**src/rtl/k12_alu_seq.sv**
```systemverilog
// rtl/k12_alu_seq.sv - issue/writeback sequencer driving an external combinational k12_alu
module k12_alu_seq #(
    parameter int NREGS = 8,
    parameter int WIDTH = 8
) (
    input  logic                     clk,
    input  logic                     rst,
    input  logic                     cmd_valid,
    output logic                     cmd_ready,
    input  logic [15:0]              cmd_inst,
    input  logic [$clog2(NREGS)-1:0] cmd_ra,
    input  logic [$clog2(NREGS)-1:0] cmd_rb,
    input  logic [$clog2(NREGS)-1:0] cmd_rd,
    output logic [WIDTH-1:0]         alu_a,
    output logic [WIDTH-1:0]         alu_b,
    output logic [15:0]              alu_inst,
    input  logic [WIDTH-1:0]         alu_res,
    input  logic                     alu_cond,
    output logic                     rsp_valid,
    input  logic                     rsp_ready,
    output logic [WIDTH-1:0]         rsp_res,
    output logic                     rsp_cond,
    output logic                     rsp_err,
    output logic                     flag,
    input  logic                     ld_en,
    input  logic [$clog2(NREGS)-1:0] ld_sel,
    input  logic [WIDTH-1:0]         ld_data,
    input  logic [$clog2(NREGS)-1:0] dbg_sel,
    output logic [WIDTH-1:0]         dbg_data
);
    localparam int SW = $clog2(NREGS);

    typedef enum logic [1:0] {
        IDLE = 2'd0,
        EXEC = 2'd1,
        RESP = 2'd2
    } state_t;

    state_t           state_q;
    state_t           state_d;
    logic [WIDTH-1:0] rf [NREGS];
    logic [SW-1:0]    rd_q;
    logic             err_q;

    assign dbg_data = rf[dbg_sel];

    always_comb begin
        state_d   = state_q;
        cmd_ready = 1'b0;
        rsp_valid = 1'b0;
        case (state_q)
            IDLE: begin
                cmd_ready = 1'b1;
                if (cmd_valid) state_d = EXEC;
            end
            EXEC: state_d = RESP;
            RESP: begin
                rsp_valid = 1'b1;
                if (rsp_ready) state_d = IDLE;
            end
            default: state_d = IDLE;
        endcase
    end

    always_ff @(posedge clk) begin
        if (rst) begin
            state_q  <= IDLE;
            for (int i = 0; i < NREGS; i++) rf[i] <= '0;
            alu_a    <= '0;
            alu_b    <= '0;
            alu_inst <= '0;
            rd_q     <= '0;
            err_q    <= 1'b0;
            rsp_res  <= '0;
            rsp_cond <= 1'b0;
            rsp_err  <= 1'b0;
            flag     <= 1'b0;
        end else begin
            state_q <= state_d;
            // Load is assigned first so a same-edge writeback to the same register overrides it.
            if (ld_en) rf[ld_sel] <= ld_data;
            case (state_q)
                IDLE: begin
                    if (cmd_valid) begin
                        alu_a    <= rf[cmd_ra];
                        alu_b    <= rf[cmd_rb];
                        alu_inst <= cmd_inst;
                        rd_q     <= cmd_rd;
                        err_q    <= (cmd_inst[15:14] != 2'b00);
                    end
                end
                EXEC: begin
                    rsp_err <= err_q;
                    if (!err_q) begin
                        rf[rd_q] <= alu_res;
                        flag     <= alu_cond;
                        rsp_res  <= alu_res;
                        rsp_cond <= alu_cond;
                    end else begin
                        rsp_res  <= '0;
                        rsp_cond <= 1'b0;
                    end
                end
                default: ;
            endcase
        end
    end
endmodule

```
**config.mk**
```make
export PLATFORM = sky130hd
export DESIGN_NAME = k12_alu_seq
export DESIGN_NICKNAME = d
export VERILOG_FILES = /design/src/rtl/k12_alu_seq.sv
export SDC_FILE = /design/constraint.sdc
export NUM_CORES = 1
export LEC_CHECK = 0
export CORE_ASPECT_RATIO = 0.8
export CORE_MARGIN = 4
export CORE_UTILIZATION = 54
export CTS_CLUSTER_SIZE = 30
export DETAILED_ROUTE_END_ITERATION = 16
export PLACE_DENSITY = 0.89
export SYNTH_ARGS = -nofsm -noshare
export SYNTH_HDL_FRONTEND = slang
export SYNTH_SLANG_ARGS = --single-unit
```
**constraint.sdc**
```tcl
create_clock -name clk -period 2.48 [get_ports clk]
set_clock_uncertainty 0.1 [all_clocks]
set_input_delay 0.496 -clock clk [delete_from_list [all_inputs] [get_ports clk]]
set_output_delay 0.496 -clock clk [all_outputs]
set_load 0.05 [all_outputs]
```
# After elaboration in Yosys (flattened, before gate mapping)
# Memories as Yosys holds them, arrays and structs flattened. A register that Yosys moved wholly into a read port is not among the register bits.
# Index checks and enable logic that the tools add are counted.
dict set report classes {
  n_div 0
  reduce_logical 7
  n_mux 22
  eq_ne 4
  mul 0
  bitwise_logic 1
  order_cmp 0
  add_sub_neg 0
  shift 0
}
# operator n
set ops {}
lappend ops {{$mux 8} 3}
lappend ops {{$reduce_or 8->1} 2}
lappend ops {{$mux 1} 14}
lappend ops {{$mux 3} 2}
lappend ops {{$pmux 2 s3} 1}
lappend ops {{$reduce_and 2->1} 3}
lappend ops {{$mux 2} 2}
lappend ops {{$ne 2x2->1 const B} 2}
lappend ops {{$eq 2x1->1 const B} 1}
lappend ops {{$eq 2x2->1 const B} 1}
lappend ops {{$logic_not 2->1} 1}
lappend ops {{$reduce_bool 2->1} 1}
lappend ops {{$not 1->1} 1}
dict set report totals {
  inputBits 53
  latchBits 0
  memories 1
  regBits 33
  mem_bits_rw 64
  mem_bits_ro 0
  out_inout_bits 53
}
# memory depth width read_ports rd_clocked_by_memory_dff write_ports line
set mem_list {}
lappend mem_list {rf 8 8 3 2 8 41} ;# logic [WIDTH-1:0] rf [NREGS];

# Depth between registers and ports, before layout
dict set report depth {
  ltp_word 6
  ltp_mapped 7
  ltp_nobuf 4
}

# Worst setup path before layout
# No wires, ideal clock.
dict set report synth_timing {
  kind {input port to output port}
  start {input port dbg_sel[0]}
  end {output port dbg_data[3]}
  cell_stages 4
  setup_slack_ps 170
  required_ps 1884
  t_arrival_ps 1714
  path_cell_list {buf_6 buf_6 mux4_1 mux2_2}
}
dict set report synth_via {
  elab_chain_len 1
}
# element line
set synth_rtl {}
lappend synth_rtl {{start, declared} 28} ;# input logic [$clog2(NREGS)-1:0] dbg_sel,
lappend synth_rtl {{$mem_v2 8x8} n/a}
lappend synth_rtl {{end, declared} 29} ;# output logic [WIDTH-1:0] dbg_data
# Every way passes these cells.

==> flow_summary_export.csv <==
group,metric,value,unit
outcome,status,"finished, violations left",
outcome,failing_checks,"negative setup slack",
pwr,power_density,669,nW/um2
cts,cts-hold-fix-buffers,0,
setup_path,regToRegStartpoint,"state_q[0]",
global_route,first_global_vias,5697,
yosys,netlist_top_cells_area,"sky130_fd_sc_hd__edfxtp_1, sky130_fd_sc_hd__dfxtp_1, sky130_fd_sc_hd__mux2i_1",
pwr,worst_ir_drop_vdd,0.432,mV
yosys,synth-async-reset-ratio,0,%
timing,maxSlewViolCount,0,
floorplan,top_level_ports,106,
setup_path,cp.arrival,1970,ps
detailed_routing,detail_route.wl_per_cell,20.9,um
setup_path,path_max_fanout,3,
timing,report.final.setup_viol,6,
timing,rsz0062_at_grt,"true",
yosys,ys.warnings.count,0,
timing,layout_worst_path_cycle_share,104,%
cts,total_clock_sinks,113,
detailed_routing,total_wire_length_after_detailed_routing,19.7,mm
setup_path,critical-path-max-stage-delay,630,ps
place,detailed_place.area,7600,um2
timing,hold_viol_final,0,
cts,path_clk_slew,60,ps
global_route,use_met2,44.5,%
global_route,initial_antenna_violation_count,0,
pwr,power.switching,1630,uW
setup_path,reg2reg_to,"rf[4][2]",
yosys,synthTopCellsByCount,"sky130_fd_sc_hd__nand2_1, sky130_fd_sc_hd__mux2i_1, sky130_fd_sc_hd__edfxtp_1",
setup_path,critical_path.cell_chain,"mux4_4, mux2_4, buf_6",
floorplan,rows,35,
timing,timing.final.ws_setup,-88.4,ps
yosys,synthMostInstantiatedCell,"sky130_fd_sc_hd__nand2_1",
timing,max_freq,0.389,GHz
place,numPortBuffers,105,
finish,drive_gt1_share,15.1,%
cts,clockRootBuffer,"sky130_fd_sc_hd__clkbuf_16",
min_path,holdCritStartpoint,"alu_inst[6]",
yosys,netlist_instances,680,
timing,max-slew-margin-rel,51.5,%
pwr,sequential_share_of_power,39.8,%
detailed_routing,drt_pass1_iterations,6,
place,post-dp-hpwl,14.4,mm
timing,post_route_worst_hold_slack,361,ps
setup_path,cp_num_buf_inv,1,
pwr,netSwitchingFraction,29.5,%
setup_path,ff2ff_setup_slack,620,ps
flow_run,cap_violations,0,
yosys,synthFlopType,"sky130_fd_sc_hd__edfxtp_1",
min_path,hold_class,"reg2reg",
pwr,p_clk_share,41.4,%
finish,layoutNonFillerInstCount,944,
detailed_routing,count_of_routing_violations_after_the_opening_detailed_route_iteration,848,
global_route,grt_most_used_layer,"met2",
setup_path,critPathRequiredTime,1880,ps
finish,layout.cell_area.non_filler,8270,um2
setup_path,end_kind,"primary output",
finish,layout_area_growth_over_synthesis,28.0,%
min_path,min_path_cells,2,
finish,antenna-diode-count,0,
setup_path,worst_setup_path_startpoint,"rf[3][2]",
detailed_routing,detail_route.drc_violations,0,
floorplan,die_w,130,um
cts,clk_latency,420,ps
floorplan,die-area,13800,um2
yosys,count_of_flip_flops_with_a_built_in_enable_after_synthesis,64,
setup_path,slowest_stage,"sky130_fd_sc_hd__mux4_4",
global_route,grt.met3_usage,9.02,%
yosys,yosys_cell_types,39,
yosys,ys_seq_area_share,44.9,%
floorplan,die_y_extent,106,um
pwr,logic_gate_share_of_total_power,18.8,%
floorplan,core_area,11600,um2
min_path,min_to,"alu_inst[6]",
cts,cts-htree-levels,4,
global_route,wire_length_of_the_first_global_routing_pass,30.7,mm
finish,design.final.nets,836,
setup_path,critical_path_class,"reg2out",
finish,post-route-util,71.2,%
place,place.gp.congestion,0.991,
detailed_routing,route.antenna.remaining_nets,0,
yosys,synth.top_cell.area_share,29.8,%
yosys,syn_avg_cell_area,9.50,um2
global_route,met1_usage,38.9,%
detailed_routing,via_count,5829,
yosys,post_synthesis_sequential_element_count,113,
floorplan,initial_core_util,55.7,%
setup_path,crit_family,"multiplexers",
yosys,synth.cell_area,6460,um2
cts,cts_buffers,17,
global_route,grt_max_degree,43,
pwr,power_report.internal_total,3900,uW
timing,fin_crit,2570,ps
timing,max_slew.worst_pin.slew,728,ps
yosys,synth.net_count,733,
finish,fill_cells,832,
setup_path,critPathLaunchType,"flop",
pwr,leakage,0.00314,uW
place,dpl.cell_count,906,
cts,clock_tree_from_tritoncts,"done",
yosys,synth_largest_area_cell,"sky130_fd_sc_hd__edfxtp_1",
global_route,globalRouteOverflowTotal,0,
cts,clk_path_buf_depth,2,
global_route,track_usage,29.3,%
detailed_routing,viasPerCell,6.17,
setup_path,r2r.worst_path.cells,3,
[metrics by stage]
stage               TNS (ps)  power (uW)  setup slack [ps]
CTS                     -449        5530             -80.7
global route            -557        5730              -117
floorplan                  0        2850               170
global placement       -2980        3200              -394
finish                  -411        5530             -88.4
detailed placement     -3160        3230              -403
[metal layers]
layer | vias to the layer above | wire (um)
li1 | 2635 | -
met1 | 2697 | 7710
met2 | 423 | 8900
met3 | 74 | 2430
met4 | 0 | 692
met5 | - | 0
[layout by cell type (no fill, tap or decap), types with 4 or more instances in the layout]
cell type                         count
sky130_fd_sc_hd__a21oi_1             46
sky130_fd_sc_hd__a22oi_1             32
sky130_fd_sc_hd__buf_2                4
sky130_fd_sc_hd__buf_4               40
sky130_fd_sc_hd__buf_6               11
sky130_fd_sc_hd__clkbuf_16           17
sky130_fd_sc_hd__clkdlybuf4s50_1     90
sky130_fd_sc_hd__clkinvlp_4           4
sky130_fd_sc_hd__dfxtp_1             49
sky130_fd_sc_hd__edfxtp_1            64
sky130_fd_sc_hd__inv_6                4
sky130_fd_sc_hd__mux2_4               5
sky130_fd_sc_hd__mux2i_1             65
sky130_fd_sc_hd__mux4_1               4
sky130_fd_sc_hd__mux4_2               6
sky130_fd_sc_hd__mux4_4               6
sky130_fd_sc_hd__nand2_1            170
sky130_fd_sc_hd__nor2_1              34
sky130_fd_sc_hd__nor2b_1              5
sky130_fd_sc_hd__nor3_1              20
sky130_fd_sc_hd__nor3b_1              8
sky130_fd_sc_hd__o21ai_0             47
sky130_fd_sc_hd__o21ai_1             15
sky130_fd_sc_hd__or3_1                8
[tightest hold or removal path, stage by stage, from the launching register on]
cell and delay (ps):
sky130_fd_sc_hd__dfxtp_1 310, sky130_fd_sc_hd__nand2_1 50, sky130_fd_sc_hd__a21oi_1 50
[final cells by class]
type	count	area, um2	area share (%)
timing repair buffer	152	1450	17.5
clock buffer	17	425	5.15
clock inverter	15	135	1.63
multi-input combinational	499	3170	38.3
tap	148	185	2.24
sequential	113	2900	35.1
[power by group through the flow]
stage	sequential [uW]	clock, uW	combinational (uW)
after floorplan	2360	0	492
after CTS	2190	2310	1020
final	2200	2290	1040
after global routing	2210	2420	1100
after detailed placement	2230	0	995
after global placement	2230	0	971
[state kept, by name (all words and copies together) (netlist names), 2 cells and up]
signal	flops
rd_q	3
rsp_res	8
state_q	2
rf	64
alu_inst	16
alu_a	8
alu_b	8
[logic make-up (layout without fill, tap and decap cells)]
| logic type | after synthesis | count (layout) | share of synthesized area, % |
|---|---|---|---|
| buf+inv | 68 | 184 | 6.30 |
| compound gates | 143 | 143 | 12.5 |
| flops | 113 | 113 | 44.9 |
| mux | 89 | 89 | 17.5 |
| simple gates | 267 | 267 | 18.8 |
[how the worst max path moves through the flow]
| stage | to | slack [ps] | cells after the start |
|---|---|---|---|
| final | dbg_data[2] | -90 | 3 |
| after global routing | dbg_data[7] | -120 | 3 |
| after CTS | dbg_data[0] | -80 | 3 |
| after detailed placement | dbg_data[0] | -400 | 6 |
| after global placement | dbg_data[0] | -390 | 5 |
| after floorplan | dbg_data[3] | 170 | 4 |
[what timing repair did]
| item | in CTS | in global routing |
|---|---|---|
| setup endpoints to repair | 9 | 9 |
| gates resized for setup | 19 | 6 |
| setup buffers | 3 | 3 |
| endpoints found under the hold margin | 0 | 0 |
Power figures use the tool's default switching activity.
